**config.mk**
```make
export PLATFORM = sky130hd
export DESIGN_NAME = fccc_clken_gen
export DESIGN_NICKNAME = d
export VERILOG_FILES = /design/src/rtl/fccc_pkg.sv /design/src/rtl/fccc_ce_div.sv /design/src/rtl/fccc_clken_gen.sv
export SDC_FILE = /design/constraint.sdc
export NUM_CORES = 1
export LEC_CHECK = 0
export BUFFER_PORTS_ARGS = -buffer_cell sky130_fd_sc_hd__buf_4
export CAP_MARGIN = 20
export CORE_MARGIN = 2
export CORE_UTILIZATION = 55
export DETAILED_ROUTE_END_ITERATION = 7
export GPL_TIMING_DRIVEN = 0
export PLACE_DENSITY = 0.78
export SYNTH_ARGS = -nofsm -noshare
export SYNTH_HDL_FRONTEND = slang
export SYNTH_SLANG_ARGS = --single-unit
```
**constraint.sdc**
```tcl
create_clock -name CLK0 -period 3.9 [get_ports CLK0]
set_clock_uncertainty 0.2 [all_clocks]
set_input_delay 0.195 -clock CLK0 [delete_from_list [all_inputs] [get_ports CLK0]]
set_output_delay 0.195 -clock CLK0 [all_outputs]
set_load 0.005 [all_outputs]
```
**src/rtl/fccc_pkg.sv**
```systemverilog
// Shared types and helpers for the FCCC lock-qualified clock-enable generator.
package fccc_pkg;

  typedef enum logic [1:0] {
    ST_WAIT_LOCK = 2'd0,
    ST_FILTER    = 2'd1,
    ST_RUN       = 2'd2,
    ST_LOST      = 2'd3
  } fccc_state_t;

  localparam int LOSS_CNT_W = 8;

  function automatic int clog2(input int value);
    int w;
    w = 0;
    for (int i = 0; i < 31; i++) begin
      if ((1 << i) < value) w = i + 1;
    end
    return w;
  endfunction

endpackage

```
**src/rtl/fccc_ce_div.sv**
```systemverilog
// One clock-enable channel: phase-loaded down-counter, CE when it reaches zero.
// Zero latency from counter to CE; DIV is picked up only at wrap, PHASE only at load.
module fccc_ce_div #(
  parameter int DIV_W = 16
) (
  input  logic             i_clk,
  input  logic             i_rst_n,
  input  logic             i_load,
  input  logic             i_run,
  input  logic             i_active,
  input  logic             i_en,
  input  logic [DIV_W-1:0] i_div,
  input  logic [DIV_W-1:0] i_phase,
  output logic             o_ce
);

  localparam logic [DIV_W-1:0] ONE = DIV_W'(1);

  logic [DIV_W-1:0] r_cnt;
  logic [DIV_W-1:0] w_n_m1;
  logic [DIV_W-1:0] w_phase;

  // A divide of 0 behaves as 1, so N-1 is 0 in both cases.
  always_comb begin
    w_n_m1  = (i_div == '0) ? '0 : i_div - ONE;
    w_phase = (i_phase > w_n_m1) ? w_n_m1 : i_phase;
  end

  always_ff @(posedge i_clk or negedge i_rst_n) begin
    if (!i_rst_n) begin
      r_cnt <= '0;
    end else if (i_load) begin
      r_cnt <= w_phase;
    end else if (i_run) begin
      r_cnt <= (r_cnt == '0) ? w_n_m1 : r_cnt - ONE;
    end else begin
      r_cnt <= '0;
    end
  end

  assign o_ce = i_active & i_en & (r_cnt == '0);

endmodule

```
**src/rtl/fccc_clken_gen.sv**
```systemverilog
// Lock-qualified reset release and NUM_CH divided clock-enables on the CCC GL0 domain.
// READY rises LOCK_FILTER+2 edges after lock is first sampled; drops 2 edges after loss.
module fccc_clken_gen
  import fccc_pkg::*;
#(
  parameter int NUM_CH      = 4,
  parameter int DIV_W       = 16,
  parameter int LOCK_FILTER = 1024
) (
  input  logic                    CLK0,
  input  logic                    ARST_N,
  input  logic                    LOCK,
  input  logic [NUM_CH*DIV_W-1:0] DIV,
  input  logic [NUM_CH*DIV_W-1:0] PHASE,
  input  logic [NUM_CH-1:0]       EN,
  output logic                    READY,
  output logic                    RST_OUT_N,
  output logic [NUM_CH-1:0]       CE,
  output logic [LOSS_CNT_W-1:0]   LOSS_CNT
);

  localparam int                   FILT_W    = clog2(LOCK_FILTER);
  localparam logic [FILT_W-1:0]    FILT_LAST = FILT_W'(LOCK_FILTER - 1);
  localparam logic [FILT_W-1:0]    FILT_ONE  = FILT_W'(1);
  localparam logic [LOSS_CNT_W-1:0] LOSS_ONE = LOSS_CNT_W'(1);

  logic [1:0]            r_rst_sync;
  logic                  w_rst_n;
  logic                  r_lock_meta;
  logic                  r_lock_s;
  fccc_state_t           r_state;
  logic [FILT_W-1:0]     r_filt_cnt;
  logic [LOSS_CNT_W-1:0] r_loss_cnt;
  logic                  r_ready;
  logic                  w_enter_run;
  logic                  w_stay_run;

  // Reset asserts asynchronously, releases two CLK0 edges later.
  always_ff @(posedge CLK0 or negedge ARST_N) begin
    if (!ARST_N) r_rst_sync <= 2'b00;
    else         r_rst_sync <= {r_rst_sync[0], 1'b1};
  end
  assign w_rst_n = r_rst_sync[1];

  always_ff @(posedge CLK0 or negedge w_rst_n) begin
    if (!w_rst_n) begin
      r_lock_meta <= 1'b0;
      r_lock_s    <= 1'b0;
    end else begin
      r_lock_meta <= LOCK;
      r_lock_s    <= r_lock_meta;
    end
  end

  always_ff @(posedge CLK0 or negedge w_rst_n) begin
    if (!w_rst_n) begin
      r_state    <= ST_WAIT_LOCK;
      r_filt_cnt <= '0;
      r_loss_cnt <= '0;
      r_ready    <= 1'b0;
    end else begin
      case (r_state)
        ST_WAIT_LOCK: begin
          r_filt_cnt <= '0;
          r_ready    <= 1'b0;
          if (r_lock_s) r_state <= ST_FILTER;
        end
        ST_FILTER: begin
          if (!r_lock_s) begin
            r_state <= ST_WAIT_LOCK;
          end else if (r_filt_cnt == FILT_LAST) begin
            r_state <= ST_RUN;
            r_ready <= 1'b1;
          end else begin
            r_filt_cnt <= r_filt_cnt + FILT_ONE;
          end
        end
        ST_RUN: begin
          if (!r_lock_s) begin
            r_state <= ST_LOST;
            r_ready <= 1'b0;
            if (r_loss_cnt != '1) r_loss_cnt <= r_loss_cnt + LOSS_ONE;
          end
        end
        default: begin
          r_state <= ST_WAIT_LOCK;
          r_ready <= 1'b0;
        end
      endcase
    end
  end

  assign w_enter_run = (r_state == ST_FILTER) && r_lock_s && (r_filt_cnt == FILT_LAST);
  assign w_stay_run  = (r_state == ST_RUN) && r_lock_s;

  for (genvar gi = 0; gi < NUM_CH; gi++) begin : g_ch
    fccc_ce_div #(
      .DIV_W (DIV_W)
    ) u_div (
      .i_clk    (CLK0),
      .i_rst_n  (w_rst_n),
      .i_load   (w_enter_run),
      .i_run    (w_stay_run),
      .i_active (r_ready),
      .i_en     (EN[gi]),
      .i_div    (DIV[gi*DIV_W +: DIV_W]),
      .i_phase  (PHASE[gi*DIV_W +: DIV_W]),
      .o_ce     (CE[gi])
    );
  end

  assign READY     = r_ready;
  assign RST_OUT_N = r_ready;
  assign LOSS_CNT  = r_loss_cnt;

endmodule

```
==> out/qor.yml <==
status: "complete, no violations"
clk_latency_ns: 0.36
cp.arrival_ns: 3.83
critPathCaptureType: "flop"
fin_crit_sh_pct: 96.96
grt_usage_pct: 30.08
drc: 0
cts_tree: "done"
firstDrtPassIters: 5
pin_count: 149
dp_slack_ns: -0.7275
die_area_sq_um: 16850
setup_violations: 0
synth.largest_area_cell: "dfrtp_1"
wire_per_inst_um: 16.50
hold_path_class: "flop to asynchronous set/reset pin"
synthTopCellsByCount: "98 x nor2_1, 90 x nand2_1, 89 x dfrtp_1"
synth_enable_flop_cells: 0
setup_ws_ns: 0.1185
async_flop_share_pct: 100.0
netlist.area_leader.share_pct: 25.59
core_area_sq_um: 15310
grt_pass1_vias: 8661
synth_cell_types: 78
antenna_cells: 0
slew-limit-headroom_pct: 33.13
drv_cap: 0
grt_pass1_wl_um: 40850
yosys-top-cells-area: "dfrtp_1 26%, ha_1 11%, xnor2_1 4.8%"
seqPwrFrac_pct: 39.6
synthCells: 1067
power_frac_clock_pct: 37.2
hpwl_um: 18690
min_period_ns: 3.782
nets: 1511
area_growth_syn_to_layout_pct: 29.44
ys_seq_elements: 89
crit_type: "primary input to flop"
yosysMostFrequentCell: "nor2_1"
cts_htree_levels: 3
netSwitchingFraction_pct: 29.41
final_hold_viol_count: 0
seq_area_frac_synth_pct: 25.59
cts_buffers: 9
drtIter0Drc: 659
leakage_nw: 5.338
synth_nets: 1280
syn_avg_cell_area_sq_um: 8.158
fmax_mhz: 264.4
intPower_w: 0.001664
grt_max_degree: 70
synth-main-ff-cell: "dfrtp_1"
pwr-share-comb_pct: 23.2
clk_pin_slew_ns: 0.07
worst_slew_pin_slew_ns: 0.9938
pwr_density_cell_nw_per_um2: 209.3
slew_viol_final: 0
yosysWarnings: 0
drive_above_1_share_pct: 18.80
vias_per_cell: 5.945
fp.dieW_um: 129.8
clock-root-buffer: "clkbuf_16"
antenna_found_initial: 0
worstPathRequired_ns: 3.94
start_util_pct: 56.84
ant_nets: 0
place_congestion: 0.9053
vdd_drop_max_mv: 0.2237
setup-tns-final_ns: 0
io_buffers: 148
total_power_w: 0.002358
vias: 9001
rows: 45
path_max_fanout: 6
die_h_um: 129.8
wl_um: 24990
overflow: 0
clockBufferDepth: 2
clock-sinks: 89
syn-cell-area_sq_um: 8705
cp-start-kind: "primary input"
p_sw_w: 0.0006936
[layout make-up]
cell class                 count  area [sq um]
clock inverter                 6         57.56
clock buffer                  10         239.0
fill                        1195          4048
multi-input combinational    880          6207
tap                          211         264.0
timing repair buffer         221          1857
sequential                    89          2231
inverter                      64         240.2
buffer                        33         171.4
[path summary, 6_finish.rpt]
check | endpoint | slack (ns) | cells after the start | startpoint
hold reg to reg | g_ch[3].u_div.r_cnt[0] | 0.004 | 0 | r_rst_sync[1]
setup reg to reg | g_ch[1].u_div.r_cnt[7] | 0.84 | 8 | g_ch[1].u_div.r_cnt[0]
setup / recovery | g_ch[1].u_div.r_cnt[10] | 0.12 | 14 | DIV[24]
min in group CLK0 | g_ch[0].u_div.r_cnt[11] | 0.01 | 4 | DIV[11]
max in group asynchronous | r_rst_sync[1] | 2.86 | 3 | ARST_N
hold / removal | g_ch[3].u_div.r_cnt[0] | 0.004 | 0 | r_rst_sync[1]
[routing by layer]
| metal | global-route usage, % | part of all wire, % | up-vias | routed length [um] |
|---|---|---|---|---|
| met3 | 3.321 | 5.3 | 42 | 1316 |
| met5 | 0 | 0 | - | 0 |
| met4 | 9.235 | 2.0 | 0 | 492 |
| met2 | 52.51 | 49 | 312 | 12170 |
| met1 | 39.27 | 44 | 4242 | 11000 |
| li1 | - | - | 4405 | - |
[what timing repair did]
action / CTS / global route
hold buffers: 68 / 0
cloned: 0 / 1
setup endpoints to repair: 24 / 62
pin swaps: 4 / 3
setup buffers: 2 / 1
gates resized for setup: 12 / 23
endpoints found under the hold margin: 67 / 0
[power by group through the flow]
stage | sequential (W) | clock (W) | combinational (W)
2_1_floorplan | 0.000960 | 0 | 0.000241
3_3_place_gp | 0.000965 | 0 | 0.000437
3_5_place_dp | 0.000952 | 0 | 0.000465
4_1_cts | 0.000934 | 0.000876 | 0.000531
5_1_grt | 0.000935 | 0.000927 | 0.000607
6_report | 0.000934 | 0.000878 | 0.000546
[worst max-delay path, stage by stage]
cell,delay [ns]
buf_4,0.12
or4_1,0.51
buf_2,0.18
or2_4,0.29
nor3_1,0.20
mux2i_1,0.37
ha_1,0.32
nand4_1,0.22
nor3_1,0.10
or4_4,0.53
o31ai_4,0.31
buf_4,0.20
nor2_1,0.04
a211o_1,0.23
[metrics by stage]
step / util, % / instance area, sq um / cells / hold WS [ns]
floorplan: - / 8705 / 1067 / -0.3006
global placement: 65.82 / 10080 / 1426 / -0.2170
detailed placement: 66.02 / 10110 / 1427 / -0.2164
CTS: 72.92 / 11170 / 1513 / 0.003060
global route: 73.57 / 11270 / 1514 / 0.02701
finish: 73.57 / 11270 / 1514 / 0.003978
[cell usage in the layout, fill, tap and decap left out, types with 6 or more instances in the layout]
cell / instances
nor2_1: 97
a31oi_1: 8
or2_2: 15
and3_1: 11
clkbuf_1: 15
nor2b_1: 12
dfrtp_1: 88
buf_4: 155
o211ai_1: 27
nand2b_1: 22
a211oi_1: 14
a22o_1: 6
nor4_1: 20
nand2_1: 90
o22ai_1: 9
nor3_1: 55
inv_1: 64
a221o_1: 16
dlygate4sd3_1: 68
or4_1: 8
or3_1: 15
buf_2: 8
ha_1: 78
xnor2_1: 48
a21o_1: 9
o21ai_0: 37
o221ai_1: 9
a211o_1: 9
nand4_1: 21
nand3b_1: 8
a21oi_1: 51
o31a_1: 7
mux2i_1: 16
xor2_1: 40
nand3_1: 27
clkbuf_16: 9
[flip-flops by register name, indices dropped and copies added, names as in the netlist]
| register | cells |
|---|---|
| r_filt_cnt | 10 |
| r_lock_s | 1 |
| r_lock_meta | 1 |
| LOSS_CNT | 8 |
| READY | 1 |
| r_rst_sync | 2 |
| g_ch.u_div.r_cnt | 64 |
| r_state | 2 |
[logic make-up after synthesis]
| logic type | after synthesis | synth area share (%) |
|---|---|---|
| flip-flops | 89 | 25.59 |
| other | 1 | 0.04308 |
| buffers and inverters | 98 | 4.600 |
| XOR/XNOR | 88 | 8.854 |
| AO/OA/AOI/OAI | 241 | 19.28 |
| adder cells (fa/ha/maj) | 78 | 11.21 |
| multiplexers | 23 | 2.788 |
| AND/OR/NAND/NOR | 449 | 27.64 |
No activity file was read; power rests on OpenSTA's default activity.
